--- src/rtl/rf_pkg.sv ---
// Shared constants and types for the multi-ported register file.
package rf_pkg;

   localparam int unsigned ADDR_WIDTH_DEFAULT = 5;
   localparam int unsigned A0_IDX             = 10;
   localparam int unsigned ZERO_IDX           = 0;

   typedef logic [ADDR_WIDTH_DEFAULT-1:0] reg_idx_t;

endpackage

--- src/rtl/rf_scoreboard.sv ---
// Per-register pending bits: set by decode claims, cleared by writeback writes.
module rf_scoreboard
   import rf_pkg::*;
#(
   parameter int unsigned ADDR_WIDTH = 5,
   parameter int unsigned NUM_RD     = 2,
   parameter int unsigned NUM_WR     = 2
) (
   input  logic                         clk,
   input  logic                         reset,
   input  logic [NUM_WR-1:0]            write_enable,
   input  logic [NUM_WR*ADDR_WIDTH-1:0] write_addr,
   input  logic                         claim_valid,
   input  logic [ADDR_WIDTH-1:0]        claim_addr,
   input  logic [NUM_RD*ADDR_WIDTH-1:0] read_addr,
   output logic [NUM_RD-1:0]            stored_busy
);

   localparam int unsigned NUM_REGS = 2**ADDR_WIDTH;

   logic [NUM_REGS-1:0] pending;
   logic [NUM_REGS-1:0] pending_next;

   // Writes retire producers first; a same-edge claim names a newer producer and wins.
   always_comb begin
      pending_next = pending;
      for (int unsigned w = 0; w < NUM_WR; w++) begin
         if (write_enable[w] &&
             write_addr[w*ADDR_WIDTH +: ADDR_WIDTH] != ADDR_WIDTH'(ZERO_IDX)) begin
            pending_next[write_addr[w*ADDR_WIDTH +: ADDR_WIDTH]] = 1'b0;
         end
      end
      if (claim_valid && claim_addr != ADDR_WIDTH'(ZERO_IDX)) begin
         pending_next[claim_addr] = 1'b1;
      end
   end

   always_ff @(posedge clk or posedge reset) begin
      if (reset) begin
         pending <= '0;
      end else begin
         pending <= pending_next;
      end
   end

   always_comb begin
      stored_busy = '0;
      for (int unsigned r = 0; r < NUM_RD; r++) begin
         stored_busy[r] = pending[read_addr[r*ADDR_WIDTH +: ADDR_WIDTH]];
      end
   end

endmodule

--- src/rtl/reg_file_mp.sv ---
// Multi-ported register file with fixed-priority writes, optional write bypass
// and a RAW pending scoreboard for decode.
module reg_file_mp
   import rf_pkg::*;
#(
   parameter int unsigned DATA_WIDTH = 32,
   parameter int unsigned ADDR_WIDTH = 5,
   parameter int unsigned NUM_RD     = 2,
   parameter int unsigned NUM_WR     = 2,
   parameter int unsigned BYPASS     = 1
) (
   input  logic                         clk,
   input  logic                         reset,
   input  logic [NUM_WR-1:0]            write_enable,
   input  logic [NUM_WR*ADDR_WIDTH-1:0] write_addr,
   input  logic [NUM_WR*DATA_WIDTH-1:0] write_data,
   input  logic [NUM_RD*ADDR_WIDTH-1:0] read_addr,
   output logic [NUM_RD*DATA_WIDTH-1:0] read_data,
   output logic [NUM_RD-1:0]            read_busy,
   input  logic                         claim_valid,
   input  logic [ADDR_WIDTH-1:0]        claim_addr,
   output logic [DATA_WIDTH-1:0]        a0
);

   localparam int unsigned NUM_REGS = 2**ADDR_WIDTH;

   logic [DATA_WIDTH-1:0] regs [NUM_REGS];
   logic [NUM_RD-1:0]     stored_busy;

   rf_scoreboard #(
      .ADDR_WIDTH (ADDR_WIDTH),
      .NUM_RD     (NUM_RD),
      .NUM_WR     (NUM_WR)
   ) u_scoreboard (
      .clk          (clk),
      .reset        (reset),
      .write_enable (write_enable),
      .write_addr   (write_addr),
      .claim_valid  (claim_valid),
      .claim_addr   (claim_addr),
      .read_addr    (read_addr),
      .stored_busy  (stored_busy)
   );

   // Later ports are assigned last, so the highest-index port wins a collision.
   always_ff @(posedge clk or posedge reset) begin
      if (reset) begin
         for (int unsigned i = 0; i < NUM_REGS; i++) begin
            regs[i] <= '0;
         end
      end else begin
         for (int unsigned w = 0; w < NUM_WR; w++) begin
            if (write_enable[w] &&
                write_addr[w*ADDR_WIDTH +: ADDR_WIDTH] != ADDR_WIDTH'(ZERO_IDX)) begin
               regs[write_addr[w*ADDR_WIDTH +: ADDR_WIDTH]] <= write_data[w*DATA_WIDTH +: DATA_WIDTH];
            end
         end
      end
   end

   // Read muxes: stored value, overridden by the highest-index live write when bypassing.
   always_comb begin
      read_data = '0;
      read_busy = '0;
      for (int unsigned r = 0; r < NUM_RD; r++) begin
         if (read_addr[r*ADDR_WIDTH +: ADDR_WIDTH] != ADDR_WIDTH'(ZERO_IDX)) begin
            read_data[r*DATA_WIDTH +: DATA_WIDTH] = regs[read_addr[r*ADDR_WIDTH +: ADDR_WIDTH]];
            read_busy[r] = stored_busy[r];
            if (BYPASS != 0) begin
               for (int unsigned w = 0; w < NUM_WR; w++) begin
                  if (write_enable[w] &&
                      write_addr[w*ADDR_WIDTH +: ADDR_WIDTH] == read_addr[r*ADDR_WIDTH +: ADDR_WIDTH]) begin
                     read_data[r*DATA_WIDTH +: DATA_WIDTH] = write_data[w*DATA_WIDTH +: DATA_WIDTH];
                     read_busy[r] = 1'b0;
                  end
               end
            end
         end
      end
   end

   assign a0 = regs[ADDR_WIDTH'(A0_IDX)];

endmodule

--- config.mk ---
export PLATFORM = sky130hd
export DESIGN_NAME = reg_file_mp
export DESIGN_NICKNAME = d
export VERILOG_FILES = /design/src/rtl/rf_pkg.sv /design/src/rtl/rf_scoreboard.sv /design/src/rtl/reg_file_mp.sv
export SDC_FILE = /design/constraint.sdc
export NUM_CORES = 2
export LEC_CHECK = 0
export BUFFER_PORTS_ARGS = -buffer_cell sky130_fd_sc_hd__buf_2
export CAP_MARGIN = 20
export CORE_MARGIN = 1.5
export CORE_UTILIZATION = 55
export CTS_BUF_LIST = sky130_fd_sc_hd__clkbuf_4
export CTS_CLUSTER_SIZE = 25
export DETAILED_ROUTE_END_ITERATION = 10
export HOLD_SLACK_MARGIN = 0.08
export PLACE_DENSITY = 0.72
export SYNTH_ARGS = -nofsm -noshare
export SYNTH_HDL_FRONTEND = slang
export SYNTH_SLANG_ARGS = --single-unit
export TNS_END_PERCENT = 100
--- constraint.sdc ---
create_clock -name clk -period 41.7 [get_ports clk]
set_clock_uncertainty 0.1 [all_clocks]
set_input_delay 2.085 -clock clk [delete_from_list [all_inputs] [get_ports clk]]
set_output_delay 2.085 -clock clk [all_outputs]
set_load 0.02 [all_outputs]
## After elaboration in Yosys (flattened, before gate mapping)

Cells that the tools add are included.

| storage, ports and cells | value |
|---|---|
| register bits after elaboration | 1056 |
| bits of input ports | 94 |
| output and inout port bits | 98 |
| logic and storage cells | 116 |

| operators by class | value |
|---|---|
| $lt $le $gt $ge | 14 |
| eq/ne operators | 4 |
| multiplexer cells | 39 |
| bitwise operators | 9 |
| reductions and logical operators | 17 |

Operator list:

| cell | count |
|---|---|
| 1024-bit bitwise mux | 2 |
| 1024-bit two-way mux | 2 |
| 32-bit two-way mux | 15 |
| 32-bit binary-select mux with 5-bit select | 2 |
| 32-bit demux with 5-bit select | 2 |
| 32-bit AND | 2 |
| 32-bit inverter | 2 |
| 32-bit OR | 1 |
| 5-bit by 6-bit less-than comparator with 1-bit output (second input constant) | 5 |
| 5-bit nonzero test | 5 |
| 6-bit >= comparator (second input constant) | 4 |
| 5-bit inverter with 6-bit output | 4 |
| 5-bit equality test | 4 |
| 1-bit demux with 5-bit select | 3 |
| 5-bit by 1-bit >= comparator with 1-bit output (second input constant) | 3 |
| 1-bit logical AND | 12 |
| 6-bit by 1-bit less-than comparator with 1-bit output (second input constant) | 2 |
| 1-bit two-way mux | 11 |
| 1-bit binary-select mux with 5-bit select | 2 |

## Longest topological paths before layout

| depth | value |
|---|---|
| word-level depth | 11 |
| depth in mapped cells | 10 |
| mapped depth without buffers | 5 |

## Modules after synthesis

A second synthesis with hierarchy kept.

| unflattened totals | value |
|---|---|
| cell total of the unflattened synthesis | 6670 |
| area, all modules | 68014.0 µm² |

By module, submodules not included:

| module | instances | cells each | area an instance (µm²) | sequential area each (µm²) |
|---|---|---|---|---|
| reg_file_mp | 1 | 6426 | 65728.0 | 25624.6 |
| rf_scoreboard | 1 | 244 | 2285.9 | 800.8 |

## Worst setup path before layout

Ideal clock, no wire load.

| timing path | value |
|---|---|
| path type | input-to-output |
| from | input port read_addr[1] |
| to | output port read_data[29] |
| arrival time | 3.945 ns |
| required time | 39.515 ns |
| path slack | 35.570 ns |
| cell stages on the path | 9 |
| buffers on the path | 4 |
| cells stage by stage | buf_4 -> buf_6 -> or3b_1 -> buf_2 -> buf_2 -> o221ai_1 -> a221o_1 -> o21ai_1 -> a211oi_1 |

| on the way | value |
|---|---|
| word-level cells in the longest chain between the ends | 7 |
| elaborated cells on any way between the ends | 12 |
| classes of those cells | eq/ne (2); mux (6); bitwise (1); reduce/logical (3) |

RTL lines:

| item | line | RTL |
|---|---|---|
| start: declaration | reg_file_mp.sv:17 | `input logic [NUM_RD*ADDR_WIDTH-1:0] read_addr,` |
| 5-bit inverter with 6-bit output (not written as such) | reg_file_mp.sv:67 | `read_data[r*DATA_WIDTH +: DATA_WIDTH] = regs[read_addr[r*ADDR_WIDTH +: ADDR_WIDTH]];` |
| 32-bit binary-select mux with 5-bit select | reg_file_mp.sv:67 |  |
| 32-bit two-way mux (not written as such) (2 in a row) | reg_file_mp.sv:67 |  |
| 32-bit two-way mux (2 in a row) | reg_file_mp.sv:71 | `if (write_enable[w] &&` |
| 32-bit two-way mux (*) | reg_file_mp.sv:66 | `if (read_addr[r*ADDR_WIDTH +: ADDR_WIDTH] != ADDR_WIDTH'(ZERO_IDX)) begin` |
| end: declaration | reg_file_mp.sv:18 | `output logic [NUM_RD*DATA_WIDTH-1:0] read_data,` |

Mark *: on every way between the ends. The rest lies on a longest branch, timed or not. The select of a mux whose other input is x is not followed.

## Worst setup path in the final report

| timing path | value |
|---|---|
| from | input port read_addr[8] |
| to | output port read_data[53] |

Same word-level chain as after synthesis.

==> run_results.csv <==
group,metric,value,unit
outcome,status,"completed",
clock_tree,cts_buffer_depth,4,
logic_synthesis,synth_nets,6663,
finish,fill_cells,10041,
timing,fin_crit_sh,0.2146,
setup_path,rr_startpoint,"a0[20]",
power,ir_drop,30.96,uV
power,powerDensity,46.50,nW/um2
logic_synthesis,synth_edf_count,0,
power,p_leak,32.14,nW
die,die_w,353.5,um
setup_path,cp-start-kind,"input pin",
global_routing,grt_pass1_vias,56847,
global_routing,antenna_found_initial,33,
global_routing,grt_max_degree,169,
power,p_seq_frac,0.454,
logic_synthesis,synth.avg_cell_area,10.29,um2
drt,avgViaCountPerCell,7.248,
timing,fmax,111.7,MHz
clock_tree,h-tree-depth,5,
setup_path,path_max_fanout,36,
clock_tree,hold_buffers,0,
clock_tree,cts-resized-gates,0,
min_path,hold_path.startpoint,"regs[1015]",
die,fp.dieH,353.5,um
drt,dr.pass1.iters,10,
logic_synthesis,ys.flop_type,"dfrtp_1",
logic_synthesis,synth_area,67580,um2
finish,multi_input_area,37290,um2
logic_synthesis,yosysSeqAreaShare,0.3910,
flow_run,max-cap-violations,0,
die,num_rows,128,
min_path,whs_path_depth,0,
die,io_pins,192,
global_routing,grt_pass1_wl,386500,um
power,totalPowerFinal,3.333,mW
logic_synthesis,synthCells,6569,
clock_tree,clockRootBuffer,"clkbuf_4",
drt,wl,266700,um
timing,fin_tns_setup,0,ns
power,power_switching,1.123,mW
finish,final_cell_mix,"mux2i_1 (1,203), dfrtp_1 (1,056), nand2_1 (741), o21ai_0 (704), clkbuf_4 (433)",
die,fp.dieArea,125000,um2
placed_design,dpl.hpwl,150000,um
clock_tree,clk_pin_slew,0.06,ns
timing,hold_viol_final,0,
drt,route.vias.total,58852,
drt,drc,0,
setup_path,end_kind,"output pin",
global_routing,grt_usage,0.4208,
finish,syn_to_final_growth,6.056,%
drt,first_iter_violations,10479,
drt,wire_per_inst,32.84,um
setup_path,required,39.52,ns
min_path,min_path_type,"flop to flop",
placed_design,finalWeightedCongestion,0.9753,
finish,nets,6395,
power,intPower,2.209,mW
setup_path,crit_type,"input pin to output pin",
power,clock_power_share,0.290,
finish,layout.cells.most_common,"mux2i_1",
logic_synthesis,synth_seq_cells,1056,
drt,ant_nets,0,
clock_tree,post_cts_buffers,0,
finish,ff_latch_area,26430,um2
placed_design,portBuffers,191,
die,initial_utilization,0.5545,
logic_synthesis,synth-async-reset-ratio,1.000,
timing,rsz0062_at_grt,"false",
min_path,min_to,"regs[1015]",
finish,final_layout_size_suffix_gt1_frac,0.2047,
setup_path,r2r_cells,2,
die,core_area,121900,um2
clock_tree,cts.sinks,1056,
timing,finalSetupViolations,0,
setup_path,reg2reg_to,"a0[20]",
power,power_frac_comb,0.257,
logic_synthesis,yosys_warnings,0,
timing,period_needed,8.949,ns
global_routing,gr-total-overflow,0,
logic_synthesis,synth_cell_types,62,
setup_path,rrSetupSlack,40.61,ns
timing,drv_slew,0,
timing,maxSlewHeadroom,0.1338,
clock_tree,cts_tree,"yes",
timing,tightest_slew,1.296,ns
setup_path,cp.arrival,6.76,ns
power,p_sw_frac,0.3371,
clock_tree,clkLatencyLatePin,1.23,ns
clock_tree,cts_made_buffers,303,
worst max-delay path by stage:
stage | from | end | slack, ns | depth (start not counted)
global route | read_addr[8] | read_data[53] | 32.87 | 10
detailed placement | read_addr[8] | read_data[53] | 33.16 | 10
global placement | read_addr[1] | read_data[9] | 33.21 | 10
finish | read_addr[8] | read_data[53] | 32.75 | 10
floorplan | reset | a0[0] | 9.79 | 1
CTS | read_addr[1] | read_data[9] | 33.17 | 10
area by class of cell:
type,count,share of cell area
Inverter,38,0.002095
Multi-Input combinational cell,4580,0.5203
Timing Repair Buffer,322,0.03067
Tap cell,1625,0.02837
Clock inverter,44,0.003788
Sequential cell,1056,0.3687
Antenna cell,22,0.0007681
Clock buffer,433,0.04535
registers in the layout, summed over array words and instances (netlist names):
register              cells
a0                       32
regs                    992
u_scoreboard.pending     32
worst max-delay path: stages:
cell and delay, ns:
buf_4 0.60, buf_4 0.78, xnor2_1 0.14, nand4_1 0.14
buf_4 0.38, nor2_1 0.08, or3_2 0.76, buf_4 0.41
o32ai_1 0.96, buf_2 0.32
cell families (layout without fill, tap and decap cells):
logic type | after synthesis | count (layout) | synth area share
buf+inv | 933 | 837 | 0.06397
flops | 1056 | 1056 | 0.3910
simple gates | 1321 | 1321 | 0.07918
compound gates | 1561 | 1561 | 0.1386
mux | 1678 | 1678 | 0.3246
other cells | 0 | 22 | 0
xor+xnor | 20 | 20 | 0.002592
routing by layer:
metal | vias to the layer above | GRT usage | part of all wire
met3 | 1300 | 0.1788 | 0.16
met1 | 28562 | 0.5330 | 0.34
met2 | 5357 | 0.5880 | 0.42
met4 | 20 | 0.2757 | 0.075
met5 | - | 0 | 0.00057
li1 | 23613 | - | -
power by group through the flow:
stage	sequential [mW]	combinational (mW)	clock, mW
after detailed placement	1.51	0.839	0
after global placement	1.50	0.810	0
after global routing	1.53	0.920	1.02
final	1.51	0.855	0.965
after floorplan	1.44	0.675	0
after CTS	1.50	0.839	0.963
cell usage after synthesis (6+ instances only):
library cell  number  area, um2
a211o_1           61      534.3
a211oi_1          38      285.3
a21oi_1          311       1556
a221o_1           26      260.3
a221oi_1          35      306.5
a22o_1            42      367.9
a2bb2oi_1         12      105.1
a31oi_1           37      231.5
a32o_1             7      70.07
a32oi_1           54      473.0
and2_1            10      62.56
and3_1            15      93.84
buf_1             54      202.7
buf_2            155      775.7
buf_4             90      675.7
buf_6             36      405.4
clkbuf_1         547       2053
clkbuf_2          12      60.06
dfrtp_1         1056      26430
inv_1             37      138.9
mux2_2            71      799.5
mux2i_1         1203      12040
mux4_2           404       9099
nand2_1          763       2864
nand2b_1           6      37.54
nand3_1           10      50.05
nand3b_1           9      67.56
nor2_1           390       1464
nor2b_1            8      50.05
nor3_1            67      335.3
o21ai_0          704       3523
o21ai_1           62      310.3
o221ai_1          61      534.3
o22ai_1           61      381.6
o32ai_1           37      324.1
xnor2_1           14      122.6
xor2_1             6      52.55
metrics by stage:
stage          cells  hold slack (ns)  cell area, um2  worst slack [ns]    util
2_1_floorplan   6569           0.3413           67580             9.791       -
3_3_place_gp    7612           0.2779           67860             33.21  0.5568
3_5_place_dp    7615           0.2833           67940             33.16  0.5574
4_1_cts         8092           0.2981           71460             33.17  0.5863
5_1_grt         8110           0.3073           71650             32.87  0.5879
6_report        8120           0.3018           71670             32.75  0.5881
Power figures use the tool's default switching activity.
